--- src/rtl/pipe_front_regs.sv ---
// Front-end pipeline registers for the 5-stage PCPU: PC, IF/ID and ID/EX.
// Responds to the hazard unit's PCWrite / IF_ID_Write / clean / Flush and
// keeps saturating stall and flush event counters for debug readout.
module pipe_front_regs #(
  parameter logic [31:0] RESET_PC = 32'h0000_0000,
  parameter int          CTRL_W   = 16,
  parameter int          CNT_W    = 16
) (
  input  logic              clk,
  input  logic              rst,
  input  logic              PCWrite,
  input  logic              IF_ID_Write,
  input  logic              clean,
  input  logic              Flush,
  input  logic [31:0]       next_pc,
  input  logic [31:0]       imem_inst,
  input  logic [CTRL_W-1:0] id_ctrl,
  input  logic [31:0]       id_rs_data,
  input  logic [31:0]       id_rt_data,
  output logic [31:0]       pc,
  output logic [31:0]       IF_ID_inst,
  output logic [31:0]       IF_ID_pc4,
  output logic              IF_ID_valid,
  output logic [31:0]       ID_EX_inst,
  output logic [31:0]       ID_EX_pc4,
  output logic [CTRL_W-1:0] ID_EX_ctrl,
  output logic [31:0]       ID_EX_a,
  output logic [31:0]       ID_EX_b,
  output logic              ID_EX_valid,
  output logic [CNT_W-1:0]  stall_cnt,
  output logic [CNT_W-1:0]  flush_cnt
);

  localparam logic [CNT_W-1:0] CNT_MAX = '1;

  logic id_ex_bubble;
  assign id_ex_bubble = Flush | clean;

  // PC register: loads the selected next PC unless the hazard unit freezes it.
  always_ff @(posedge clk) begin
    if (rst) begin
      pc <= RESET_PC;
    end else if (PCWrite) begin
      pc <= next_pc;
    end
  end

  // IF/ID: flush squashes, otherwise capture or hold the fetched instruction.
  always_ff @(posedge clk) begin
    if (rst || Flush) begin
      IF_ID_inst  <= 32'h0;
      IF_ID_pc4   <= 32'h0;
      IF_ID_valid <= 1'b0;
    end else if (IF_ID_Write) begin
      IF_ID_inst  <= imem_inst;
      IF_ID_pc4   <= pc + 32'd4;
      IF_ID_valid <= 1'b1;
    end
  end

  // ID/EX: no hold mode; either a bubble or the decoded IF/ID contents.
  always_ff @(posedge clk) begin
    if (rst || id_ex_bubble) begin
      ID_EX_inst  <= 32'h0;
      ID_EX_pc4   <= 32'h0;
      ID_EX_ctrl  <= '0;
      ID_EX_a     <= 32'h0;
      ID_EX_b     <= 32'h0;
      ID_EX_valid <= 1'b0;
    end else begin
      ID_EX_inst  <= IF_ID_inst;
      ID_EX_pc4   <= IF_ID_pc4;
      ID_EX_ctrl  <= id_ctrl;
      ID_EX_a     <= id_rs_data;
      ID_EX_b     <= id_rt_data;
      ID_EX_valid <= IF_ID_valid;
    end
  end

  // Saturating event counters; a flush with clean counts only as a flush.
  always_ff @(posedge clk) begin
    if (rst) begin
      stall_cnt <= '0;
      flush_cnt <= '0;
    end else begin
      if (clean && !Flush && stall_cnt != CNT_MAX) begin
        stall_cnt <= stall_cnt + 1'b1;
      end
      if (Flush && flush_cnt != CNT_MAX) begin
        flush_cnt <= flush_cnt + 1'b1;
      end
    end
  end

endmodule

--- config.mk ---
export PLATFORM = sky130hd
export DESIGN_NAME = pipe_front_regs
export DESIGN_NICKNAME = d
export VERILOG_FILES = /design/src/rtl/pipe_front_regs.sv
export SDC_FILE = /design/constraint.sdc
export NUM_CORES = 1
export LEC_CHECK = 0
export ABC_AREA = 1
export ABC_CLOCK_PERIOD_IN_PS = 1600
export BUFFER_PORTS_ARGS = -buffer_cell sky130_fd_sc_hd__buf_2
export CAP_MARGIN = 20
export CORE_AREA = 2 2 166 168
export DETAILED_ROUTE_END_ITERATION = 7
export DIE_AREA = 0 0 168 170
export GPL_TIMING_DRIVEN = 0
export PLACE_DENSITY_LB_ADDON = 0.2
export SKIP_CTS_REPAIR_TIMING = 1
export SLEW_MARGIN = 20
export SYNTH_ARGS = -nofsm -noshare
export SYNTH_HDL_FRONTEND = slang
export SYNTH_SLANG_ARGS = --single-unit
--- constraint.sdc ---
create_clock -name clk -period 1.6 [get_ports clk]
set_input_delay 0.24 -clock clk [delete_from_list [all_inputs] [get_ports clk]]
set_output_delay 0.24 -clock clk [all_outputs]
set_load 0.02 [all_outputs]
# Word level (Yosys, flattened, before mapping)
# Index checks and enable logic that the tools add are counted.
# op_classes
n_eq_ne,2
bitwise_logic,1
addsub,3
reduce_logical,6
# op_table
cell,n
$add 16x1->16 const B,2
$add 32x3->32 const B,1
$ne 16x16->1 const B,2
$logic_and 1x1->1,3
$logic_or 1x1->1,2
$logic_not 1->1,1
$or 1x1->1,1
# word_totals
wordCells,24
reg_bits,274
out_inout_bits,274
inputBits,150

# Longest topological paths before layout
# logic_depth
ltp_word,3
ltp_mapped,11
depth_no_buf,10

# Worst setup path after synthesis
# Ideal clock, no wire load.
# synth_timing
path_type,register to register
start,register stall_cnt[0]
end,register stall_cnt[13]
path_buffers,1
setup_slack_ps,-18
stages_incl_launch_ff,10
setup_time_ps,115
required_time_ps,1485
arrival_time_ps,1503
cell_sequence,dfxtp_1 ha_1 inv_1 nor2_2 nand2_2 nor2_4 nor2_4 buf_6 a21oi_1 nor2_1
# synth_via
elab_chain_len,2
# synth_lines
item,line,source
from (decl),30,"output logic [CNT_W-1:0] stall_cnt,"
from (signal assigned),87,stall_cnt <= stall_cnt + 1'b1;
"parallel branches: the longest is 2 deep, another holds $add 16x1->16",--,
# Several ways; the timed one is not identified.
# A chain may end at the register's enable or synchronous reset.

# Worst setup path after layout
# layout_timing
start,register flush_cnt[0]
end,register flush_cnt[3]
# layout_via
elab_chain_len,2
# layout_lines
item,line,source
from (decl),31,output logic [CNT_W-1:0] flush_cnt
from (signal assigned),90,flush_cnt <= flush_cnt + 1'b1;
"parallel branches: the longest is 2 deep, another holds $add 16x1->16",--,
# Several ways; the timed one is not identified.

==> summary.txt <==
Status
  • Failing checks: negative hold slack
  • Status: finished with violations

Routing
  • DR WL met3: between 2 and 3 mm
  • Final antenna-violating net count: 0
  • Vias: 10100
  • Routed wire length: about 35 mm
  • Drt pass-1 iters: 6
  • WL per Instance: ~16 µm
  • DR vias/cell: 4.54
  • Post-route DRC: 0
  • Max layer used: met4
  • Routed met2 length: 17.6 mm
  • 1st-iter DRT viols: approximately 530
  • Wl on met1: 13.8 mm

Critical path
  • Reg2Reg Launch Point: flush_cnt[0]$_SDFFE_PP0P_
  • Critical path data required time: between 1.5 and 2 ns
  • Worst-path maximum fanout: 9
  • Top delay family on crit path: simple AND/OR/NAND/NOR gates
  • Max incr delay on CP: just under 0.4 ns
  • Setup Crit Path Kind: reg -> reg
  • Endpoint class of the critical path: register
  • CP arrival: 1.92 ns
  • Setup crit start kind: register
  • WP depth: 9
  • Slowest cell on crit path: dfxtp_4
  • Worst Setup SP: flush_cnt[0]$_SDFFE_PP0P_
  • CP dominant cell by count: nand2_1
  • CP bufs+invs: 1
  • Worst path cell trace: ha_4 > nand2_1 > nor2_4 > nand3_2 > nand2_2 > nand2_4 > buf_4 > nand2_1 > a21oi_1
  • Reg2Reg Depth: 9

GRT
  • GRT Residual Overflow: 0
  • Global router's overall resource usage: 0.220
  • Number of global-route vias before repair: 9050
  • Initial antenna violation count: 4
  • First-pass GRT wire length: roughly 49 mm
  • Largest net degree at the start of global routing: 14

Synthesis
  • Post-synth cell types: 28
  • Synth Cell Area: ~10000 µm²
  • Yosys reg bits: ~270
  • Number of flops mapped to enable cells by yosys: 0
  • Most used flip-flop cell after synthesis: dfxtp_1
  • Seq/Total Area, Yosys: 0.549
  • Post-synth ARST share: 0
  • Mapped Nets: between 1000 and 1500
  • YS warnings: 0
  • Syn avg cell area: ~7.7 µm²
  • Synth Instances: 1301

Pwr
  • Pwr Density: 1030 nW/µm²
  • Overall power: about 15000 µW
  • Switching Power: 3760 µW
  • P_leak: ~0.0072 µW
  • Maximum vdd ir drop: 661 µV
  • Pint: ~11000 µW
  • Sw Share: 0.249
  • Clock power share: 0.420
  • Comb power frac: 0.104
  • Flop pwr share: 0.477

Timing
  • Worst-margin pin slew: between 0.6 and 0.7 ns
  • Final Cycle Share: 0.956
  • Fin. max-slew vios: 0
  • Min cycle time layout: about 1.5 ns
  • Hold slack: -0.0164 ns
  • FMAX: between 600 and 700 MHz
  • Setup-failing EPs final: 0
  • Clk_skew: between 0.01 and 0.015 ns
  • Worst Setup Slack, final: between 0.07 and 0.08 ns
  • Slew headroom: 0.586
  • Final hold vios: 11

Cells and area
  • Final Net Count: about 2000
  • Final cell count without fillers: ~2200
  • Finished Core Util: 0.547
  • Layout cell share with drive strength beyond 1: 0.294
  • Area Growth Syn to Fin: 45.9%
  • Fin area: ~15000 µm²

Clocking
  • Clk buf depth: 3
  • Clk pin slew, worst setup/hold paths: roughly 0.06 ns
  • Later-pin clock latency in the skew report: roughly 0.53 ns
  • Num CTS Buffers: 29
  • H-tree depth: 1
  • CTS tree: built
  • Clk sink count: 274
  • Root Driver: clkbuf_16

Placed design
  • Post-Place Worst Slack: -0.147 ns
  • Inst Count DP: between 2000 and 2500
  • GPL Wtd Cong: 0.865
  • Placed Area: around 13000 µm²
  • Port bufs: between 400 and 500
  • Detailed Place HPWL: roughly 26 mm

Floorplan
  • Placement row count: 60
  • Initial core utilization: 0.375
  • Ports: around 420
  • Die area: between 20000 and 30000 µm²
  • Chip height: around 170 µm
  • Core area: between 20000 and 30000 µm²
  • Die width: roughly 170 µm

Hold path
  • Worst hold path depth: 3
  • Hold Crit Start: imem_inst[22]
  • Worst min path class: in -> reg

Run
  • Max-cap violations: 0
-- logic make-up after synthesis --
logic type               after synthesis  share of synthesized area
adder cells (fa/ha/maj)                3                    0.00376
buffers and inverters                272                      0.105
AO/OA/AOI/OAI                        196                      0.103
AND/OR/NAND/NOR                      535                      0.222
flip-flops                           274                      0.549
XOR/XNOR                              21                     0.0184
-- synthesized netlist by cell type (3+ instances only) --
library cell	instances	area, µm²
nand2_1	188	706
xor2_1	10	87.6
nand2_2	7	43.8
buf_1	14	52.6
nor2_4	5	56.3
nand3_2	4	40.0
dfxtp_1	274	5490
nor2_2	10	62.6
buf_2	11	55.1
nand4_1	12	75.1
xnor2_1	11	96.3
o21ai_0	84	420
a21oi_1	101	505
and2_1	3	18.8
a211oi_1	9	67.6
nand3_1	41	205
inv_1	217	815
ha_1	3	37.5
nor2_1	261	980
clkbuf_1	24	90.1
-- sequential cells by signal, indices dropped and copies added (netlist names) --
register and flops:
ID_EX_a 32, ID_EX_b 32, ID_EX_inst 32, ID_EX_pc4 32, IF_ID_inst 32, IF_ID_pc4 32
pc 32, ID_EX_ctrl 16, flush_cnt 16, stall_cnt 16, ID_EX_valid 1, IF_ID_valid 1
-- layer usage --
| layer | vias up | global-route usage |
|---|---|---|
| met1 | 4550 | 0.250 |
| met4 | 0 | 0.0741 |
| li1 | 5095 | - |
| met5 | - | 0 |
| met3 | 81 | 0.0519 |
| met2 | 364 | 0.406 |
-- worst paths after layout --
kind	slack, ns	to
worst max-delay path	0.07	flush_cnt[3]$_SDFFE_PP0P_
worst min-delay path	-0.02	IF_ID_inst[22]$_SDFFE_PP0P_
worst max register to register	0.07	flush_cnt[3]$_SDFFE_PP0P_
worst min register to register	0.44	ID_EX_pc4[13]$_SDFF_PP0_
-- area by class of cell --
cell class / count / area, µm²
flip-flops and latches: 274 / 5520
diodes: 5 / 12.5
clock inverters: 9 / 77.6
repair buffers: 521 / 3100
fillers: 2535 / 12100
multi-input cells: 757 / 3580
inverters: 221 / 830
plain buffers: 51 / 225
well taps: 341 / 427
clock buffers: 42 / 815
-- worst min-delay path: cells and delay by family --
family	cells	cell delay, ns
AO/OA/AOI/OAI	2	0.17
buffers and inverters	1	0.07
-- power groups by stage --
| stage | Clock, µW | Combinational [µW] | Sequential [µW] |
|---|---|---|---|
| 3_3_place_gp | 0 | 1330 | 7320 |
| 5_1_grt | 6700 | 1720 | 7210 |
| 6_report | 6330 | 1560 | 7190 |
| 4_1_cts | 6470 | 1350 | 7180 |
| 2_1_floorplan | 0 | 483 | 7550 |
| 3_5_place_dp | 0 | 1340 | 7330 |
-- cells in the final DEF, fill, tap and decap left out, drive strengths merged --
master	count
clkinvlp	3
o21ai	88
bufinv	1
nand4	12
inv	219
a21oi	101
dlygate4sd3	98
xnor2	11
nand3b	2
nor3	2
and2	3
clkinv	7
dfxtp	274
nand3	45
xor2	10
clkbuf	67
a211oi	9
diode	5
ha	3
buf	449
nand2	195
nor2	276
-- stage by stage --
stage	setup TNS (ns)	hold WS, ns
floorplan	0	0.352
global placement	-9.35	0.436
detailed placement	-9.54	0.433
CTS	-2.10	-0.109
global route	-0.261	0.00343
finish	0	-0.0164
No activity file was read; power rests on OpenSTA's default activity.
